[src/rtl/beep_seq.sv]
// Two-tone buzzer sequencer: plays NUM_SEG segments that alternate between two latched tones.
// Define BEEP_SEQ_GAP_EN to insert a silent GAP_TICKS gap between segments.
module beep_seq #(
    parameter int SEG_TICKS = 250,
    parameter int NUM_SEG   = 4,
    parameter int DIV_W     = 8,
    parameter int GAP_TICKS = 50
) (
    input  logic             clk,
    input  logic             rst,
    input  logic             start,
    input  logic             abort,
    input  logic [DIV_W-1:0] div_a,
    input  logic [DIV_W-1:0] div_b,
    output logic             beep,
    output logic             busy,
    output logic             over
);

    localparam int TICK_MAX = (SEG_TICKS > GAP_TICKS) ? SEG_TICKS : GAP_TICKS;
    localparam int TICK_W   = $clog2(TICK_MAX + 1);
    localparam int SEG_W    = $clog2(NUM_SEG + 1);
    localparam logic [TICK_W-1:0] SEG_LAST = TICK_W'(SEG_TICKS - 1);
    localparam logic [SEG_W-1:0]  LAST_SEG = SEG_W'(NUM_SEG - 1);
`ifdef BEEP_SEQ_GAP_EN
    localparam logic [TICK_W-1:0] GAP_LAST = TICK_W'(GAP_TICKS - 1);

    typedef enum logic [1:0] {
        IDLE = 2'd0,
        PLAY = 2'd1,
        DONE = 2'd2,
        GAP  = 2'd3
    } state_t;
`else
    typedef enum logic [1:0] {
        IDLE = 2'd0,
        PLAY = 2'd1,
        DONE = 2'd2
    } state_t;
`endif

    state_t             state, state_n;
    logic [SEG_W-1:0]   seg, seg_n;
    logic [TICK_W-1:0]  tick, tick_n;
    logic [DIV_W-1:0]   tone_cnt, tone_n;
    logic [DIV_W-1:0]   lat_a, lat_a_n;
    logic [DIV_W-1:0]   lat_b, lat_b_n;
    logic [DIV_W-1:0]   div_cur;
    logic               beep_n, over_n;

    always_ff @(posedge clk) begin
        if (rst) begin
            state    <= IDLE;
            seg      <= '0;
            tick     <= '0;
            tone_cnt <= '0;
            lat_a    <= '0;
            lat_b    <= '0;
            beep     <= 1'b0;
            over     <= 1'b0;
        end else begin
            state    <= state_n;
            seg      <= seg_n;
            tick     <= tick_n;
            tone_cnt <= tone_n;
            lat_a    <= lat_a_n;
            lat_b    <= lat_b_n;
            beep     <= beep_n;
            over     <= over_n;
        end
    end

    // Even segments play tone A, odd segments tone B.
    assign div_cur = seg[0] ? lat_b : lat_a;

    always_comb begin
        state_n = state;
        seg_n   = seg;
        tick_n  = tick;
        tone_n  = tone_cnt;
        lat_a_n = lat_a;
        lat_b_n = lat_b;
        beep_n  = beep;
        over_n  = over;

        if (abort) begin
            state_n = IDLE;
            seg_n   = '0;
            tick_n  = '0;
            tone_n  = '0;
            beep_n  = 1'b0;
            over_n  = 1'b0;
        end else begin
            case (state)
                IDLE, DONE: begin
                    if (start) begin
                        state_n = PLAY;
                        seg_n   = '0;
                        tick_n  = '0;
                        tone_n  = '0;
                        beep_n  = 1'b0;
                        over_n  = 1'b0;
                        lat_a_n = div_a;
                        lat_b_n = div_b;
                    end
                end
                PLAY: begin
                    if (div_cur == '0) begin
                        tone_n = '0;
                        beep_n = 1'b0;
                    end else if (tone_cnt == div_cur - DIV_W'(1)) begin
                        tone_n = '0;
                        beep_n = ~beep;
                    end else begin
                        tone_n = tone_cnt + DIV_W'(1);
                    end

                    // Segment boundary overrides the tone step: every segment starts silent.
                    if (tick == SEG_LAST) begin
                        tick_n = '0;
                        tone_n = '0;
                        beep_n = 1'b0;
                        if (seg == LAST_SEG) begin
                            state_n = DONE;
                            over_n  = 1'b1;
                        end else begin
                            seg_n = seg + SEG_W'(1);
`ifdef BEEP_SEQ_GAP_EN
                            state_n = GAP;
`endif
                        end
                    end else begin
                        tick_n = tick + TICK_W'(1);
                    end
                end
`ifdef BEEP_SEQ_GAP_EN
                GAP: begin
                    beep_n = 1'b0;
                    tone_n = '0;
                    if (tick == GAP_LAST) begin
                        tick_n  = '0;
                        state_n = PLAY;
                    end else begin
                        tick_n = tick + TICK_W'(1);
                    end
                end
`endif
                default: begin
                    state_n = IDLE;
                    beep_n  = 1'b0;
                    over_n  = 1'b0;
                end
            endcase
        end
    end

`ifdef BEEP_SEQ_GAP_EN
    assign busy = (state == PLAY) || (state == GAP);
`else
    assign busy = (state == PLAY);
`endif

endmodule

[config.mk]
export PLATFORM = sky130hd
export DESIGN_NAME = beep_seq
export DESIGN_NICKNAME = d
export VERILOG_FILES = /design/src/rtl/beep_seq.sv
export SDC_FILE = /design/constraint.sdc
export NUM_CORES = 1
export LEC_CHECK = 0
export CORE_MARGIN = 1
export CORE_UTILIZATION = 40
export CTS_BUF_LIST = sky130_fd_sc_hd__clkbuf_8
export DETAILED_ROUTE_END_ITERATION = 8
export GPL_TIMING_DRIVEN = 1
export SLEW_MARGIN = 20
export SYNTH_ARGS = -nofsm -noshare
export SYNTH_HDL_FRONTEND = slang
export SYNTH_SLANG_ARGS = --single-unit
[constraint.sdc]
create_clock -name clk -period 2.2 [get_ports clk]
set_input_delay 0.44 -clock clk [delete_from_list [all_inputs] [get_ports clk]]
set_output_delay 0.44 -clock clk [all_outputs]
set_load 0.005 [all_outputs]
# Yosys cells after proc, flatten, opt, wreduce, memory -nomap -nowiden
# Index checks and enable logic that the tools add are counted.
# word_totals
reg_bits,39
in_bits,20
output_inout_bits,3
wordCells,58
# classes
add_sub_neg,4
eq_ne,10
muxes,24
bitwise_logic,2
reduce_logical,10
# ops
op,count
2-to-1 mux 8 bit,6
one-hot mux 8 bit (2 select lines),2
"adder 8 x 1 -> 8 bit, second input constant",2
2-to-1 mux 3 bit,3
== test 8 bit,1
"== test 8 bit, second input constant",1
logical NOT 8 bit,1
"subtractor 8 x 1 -> 8 bit, second input constant",1
2-to-1 mux 1 bit,6
2-to-1 mux 2 bit,3
one-hot mux 3 bit (2 select lines),1
AND reduction 3 bit,2
"!= test 2 x 1 -> 1 bit, second input constant",2
"!= test 2 bit, second input constant",2
"!= test 4 x 1 -> 1 bit, second input constant",1
one-hot mux 1 bit (2 select lines),2
one-hot mux 2 bit (2 select lines),1
AND reduction 2 bit,2
AND reduction 4 bit,1
OR reduction 2 bit,2
"adder 3 x 1 -> 3 bit, second input constant",1
"== test 3 x 2 -> 1 bit, second input constant",1
"== test 2 x 1 -> 1 bit, second input constant",1
"== test 2 bit, second input constant",1
other kinds (3),4

# Longest topological paths before layout
# depth
ltp_word,7
mapped_depth,11
mapped_depth_nobuf,8

# Worst setup path after synthesis
# OpenSTA, ideal clock, no wires.
# synth_timing
kind,register -> register
start,reg seg[0]
end,reg beep
setup_time_ps,86
t_arrival_ps,2276
t_required_ps,2114
setup_slack_ps,-162
stages_incl_launch_ff,11
path_buffers,2
synth_period_minus_slack_ps,2362
cell_sequence,dfxtp_1 > buf_6 > buf_12 > mux2i_4 > ha_1 > xor2_1 > xnor2_1 > nor3_2 > nand2_1 > or4_4 > a221oi_2
# synth_between
elab_chain_len,5
elab_cells_between_ends,9
cone_classes,add/sub (1); eq/ne (2); mux (4); reduce/logical (2)
# synth_lines
element,line_no,source
from (decl),43,"logic [SEG_W-1:0] seg, seg_n;"
from (signal assigned),63,seg <= seg_n;
2-to-1 mux 8 bit *,74,assign div_cur = seg[0] ? lat_b : lat_a;
subtractor 8 x 1 -> 8 bit / logical NOT 8 bit (equally long branches),"111, 108",
== test 8 bit / 2-to-1 mux 1 bit (equally long branches),"111, 108",
!= test 4 x 1 -> 1 bit (no source line) / 2-to-1 mux 1 bit (equally long branches),-,
AND reduction 2 bit (no source line) / one-hot mux 1 bit (2 select lines) (equally long branches),-,
to (signal assigned),68,beep <= beep_n;
to (decl),15,"output logic beep,"
# Mark *: on every way between the ends. The rest lies on a longest branch, timed or not.
# A chain may end at the register's enable or synchronous reset.

# Worst setup path in the final report
# Same ends and word-level chain as after synthesis.

==> reports/qor.txt <==
RePlAce Congestion = 0.793
initial antenna violation count = 0
clock-pin slew on the worst setup and hold paths = 0.08 ns
worst hold margin = 0.472 ns
# H-tree levels = 2
number of synthesized flops with an enable pin = 0
commonest non-fill, non-tap cell in the layout = nand2_1
synthesis-to-finish area growth = 26.9%
clk sinks = 38
CP arrival = 2.55 ns
total CTS buffers = 5
final setup violation count = 8
final worst slack = -0.131 ns
Least-Margin Pin Slew = 0.383 ns
die width = 75.3 µm
Initial Util = 41.8%
Detail Route Antenna Nets = 0
area of the multi-input gates = 1300 µm²
type of the worst setup path = register to register
crit-path max FO = 11
CTS Hold Bufs = 0
share of layout cells above drive strength 1 = 17.0%
post-synth cell types = 48
# IOs = 23
GRT overflow = 0
CP Capture Type = register
Synth warnings = 0
sequential fraction of the synthesis area = 35.4%
Post-Route Skew = 0.00928 ns
Mapped Area = 2150 µm²
DIE HEIGHT = 75.3 µm
via count = 1967
floorplan row count = 26
FF-to-FF Start = seg[0]
Core ar. = 5140 µm²
vias in the first global route = 1819
async set-or-reset flop fraction in the synthesized netlist = 0%
failing checks = negative setup slack
synthesized area per cell = 8.15 µm²
Critical path origin = seg[0]
min-delay worst type = register to register
Min-Delay Startpoint = lat_a[5]
IO buf count = 22
Slew headroom = 74.3%
CTS tree = built
peak supply drop = 0.455 mV
Core Util, Final = 53.1%
Yosys top cell by area = dfxtp_1
syn_nets = 291
Yosys top cell area share = 35.4%
fin. max-slew vios = 0
Remaining DRCs = 0
Max Fclk = 429 MHz
post-DP HPWL = 3.74 mm
Register Area = 764 µm²
CTS max path bufs = 2
PnR Total Power = 1.48 mW
drt total wl = 5.10 mm
ant diodes = 0
pre-CTS WS = -0.152 ns
Clock Latency Late Sink = 0.30 ns
pwr/cell area = 542 nW/µm²
Initial DRT Pass Iterations = 4
Max-Cap Viols = 0
pin count of the biggest net entering global routing = 23
Nets = 338
DIE AREA = 5670 µm²
final count of hold timing violations = 0
final period demand of the worst path = 2.33 ns
Initial DRC Count = 109
most frequent cells in the layout = 51 x nand2_1, 37 x dfxtp_1, 30 x buf_4, 25 x a21oi_1, 23 x nor2_1
Tot GR Track Use = 19.6%
CP Launch Type = register
RSZ-0062 raised after global routing = yes
fill cell count = 507
Seq cells post-synth = 38
wire length per cell = 13.3 µm
setup TNS = -0.378 ns
outcome = complete, but fails checks
fin crit share = 106%
drt via density = 5.15
synth top area cells = dfxtp_1 35%, nand2_1 8.9%, a21oi_1 5.8%
CP required = 2.42 ns
CTS Root Cell = clkbuf_8
Top FF cell, synth = dfxtp_1
Synth Instances = 264
Static Leak = 0.968 nW
first-pass GRT wire length = 8.45 mm
## kinds of logic after synthesis
group | Yosys count | share of synthesized area, %
AND/OR/NAND/NOR | 109 | 24.3
AO/OA/AOI/OAI | 64 | 19.1
flip-flops | 38 | 35.4
buffers and inverters | 21 | 4.95
XOR/XNOR | 15 | 6.98
multiplexers | 10 | 5.24
adder cells (fa/ha/maj) | 7 | 4.07
## cell type report
type                            count  share of cell area, %
Tap cell                           70                   3.21
Timing Repair Buffer               53                   16.7
Multi-Input combinational cell    205                   47.6
Sequential cell                    38                   28.0
Clock inverter                      2                  0.321
Inverter                            8                   1.10
Clock buffer                        6                   3.02
## cells in the mapped netlist, types with 3 or more instances
library cell / count
nand2b_1: 3
inv_1: 7
nand3_1: 7
xnor2_1: 10
dfxtp_1: 38
clkbuf_1: 10
nand2_1: 51
xor2_1: 4
and3_1: 4
o2111ai_1: 4
ha_1: 7
o21ai_1: 3
o21ai_0: 5
a21oi_1: 25
a31oi_1: 7
a311oi_1: 3
mux2i_1: 9
nor2_1: 23
and2_1: 3
o211ai_1: 7
## metal layers
layer  wire, µm  global-route usage [%]  vias up
met3        106                    3.57        5
met5          0                       0        -
met2       2280                    29.9       19
met1       2640                    28.0      920
li1           -                       -     1023
met4         70                    6.79        0
## report_power, final
part	internal [mW]	switching, mW
combinational	0.131	0.138
clock	0.248	0.249
sequential	0.702	0.0108
## repair_timing
action	CTS	global route
resized for setup	5	0
endpoints found under the setup margin	9	9
setup buffers	0	0
pin swaps	2	0
## registers in the layout, summed over array words and instances (netlist names)
name,flops
tick,8
tone_cnt,8
lat_a,8
lat_b,8
state,1
seg,3
over,1
beep,1
## stage by stage
stage / instances / area (µm²)
after floorplan: 264 / 2150
after global routing: 382 / 2730
after detailed placement: 374 / 2620
final: 382 / 2730
after global placement: 374 / 2620
after CTS: 382 / 2730
## worst paths after layout
kind,end,slack (ns),cells past startpoint
worst max-delay path,beep,-0.13,6
worst min-delay path,lat_a[5],0.47,2
worst max register to register,beep,-0.13,6
worst min register to register,lat_a[5],0.47,2
## critical path: stages (launching register included)
cell      delay (ns)
dfxtp_4         0.40
or4b_4          0.48
a222oi_1        0.32
xnor2_1         0.18
nand2_1         0.09
or4_4           0.54
a221oi_2        0.24
Power figures use the tool's default switching activity.
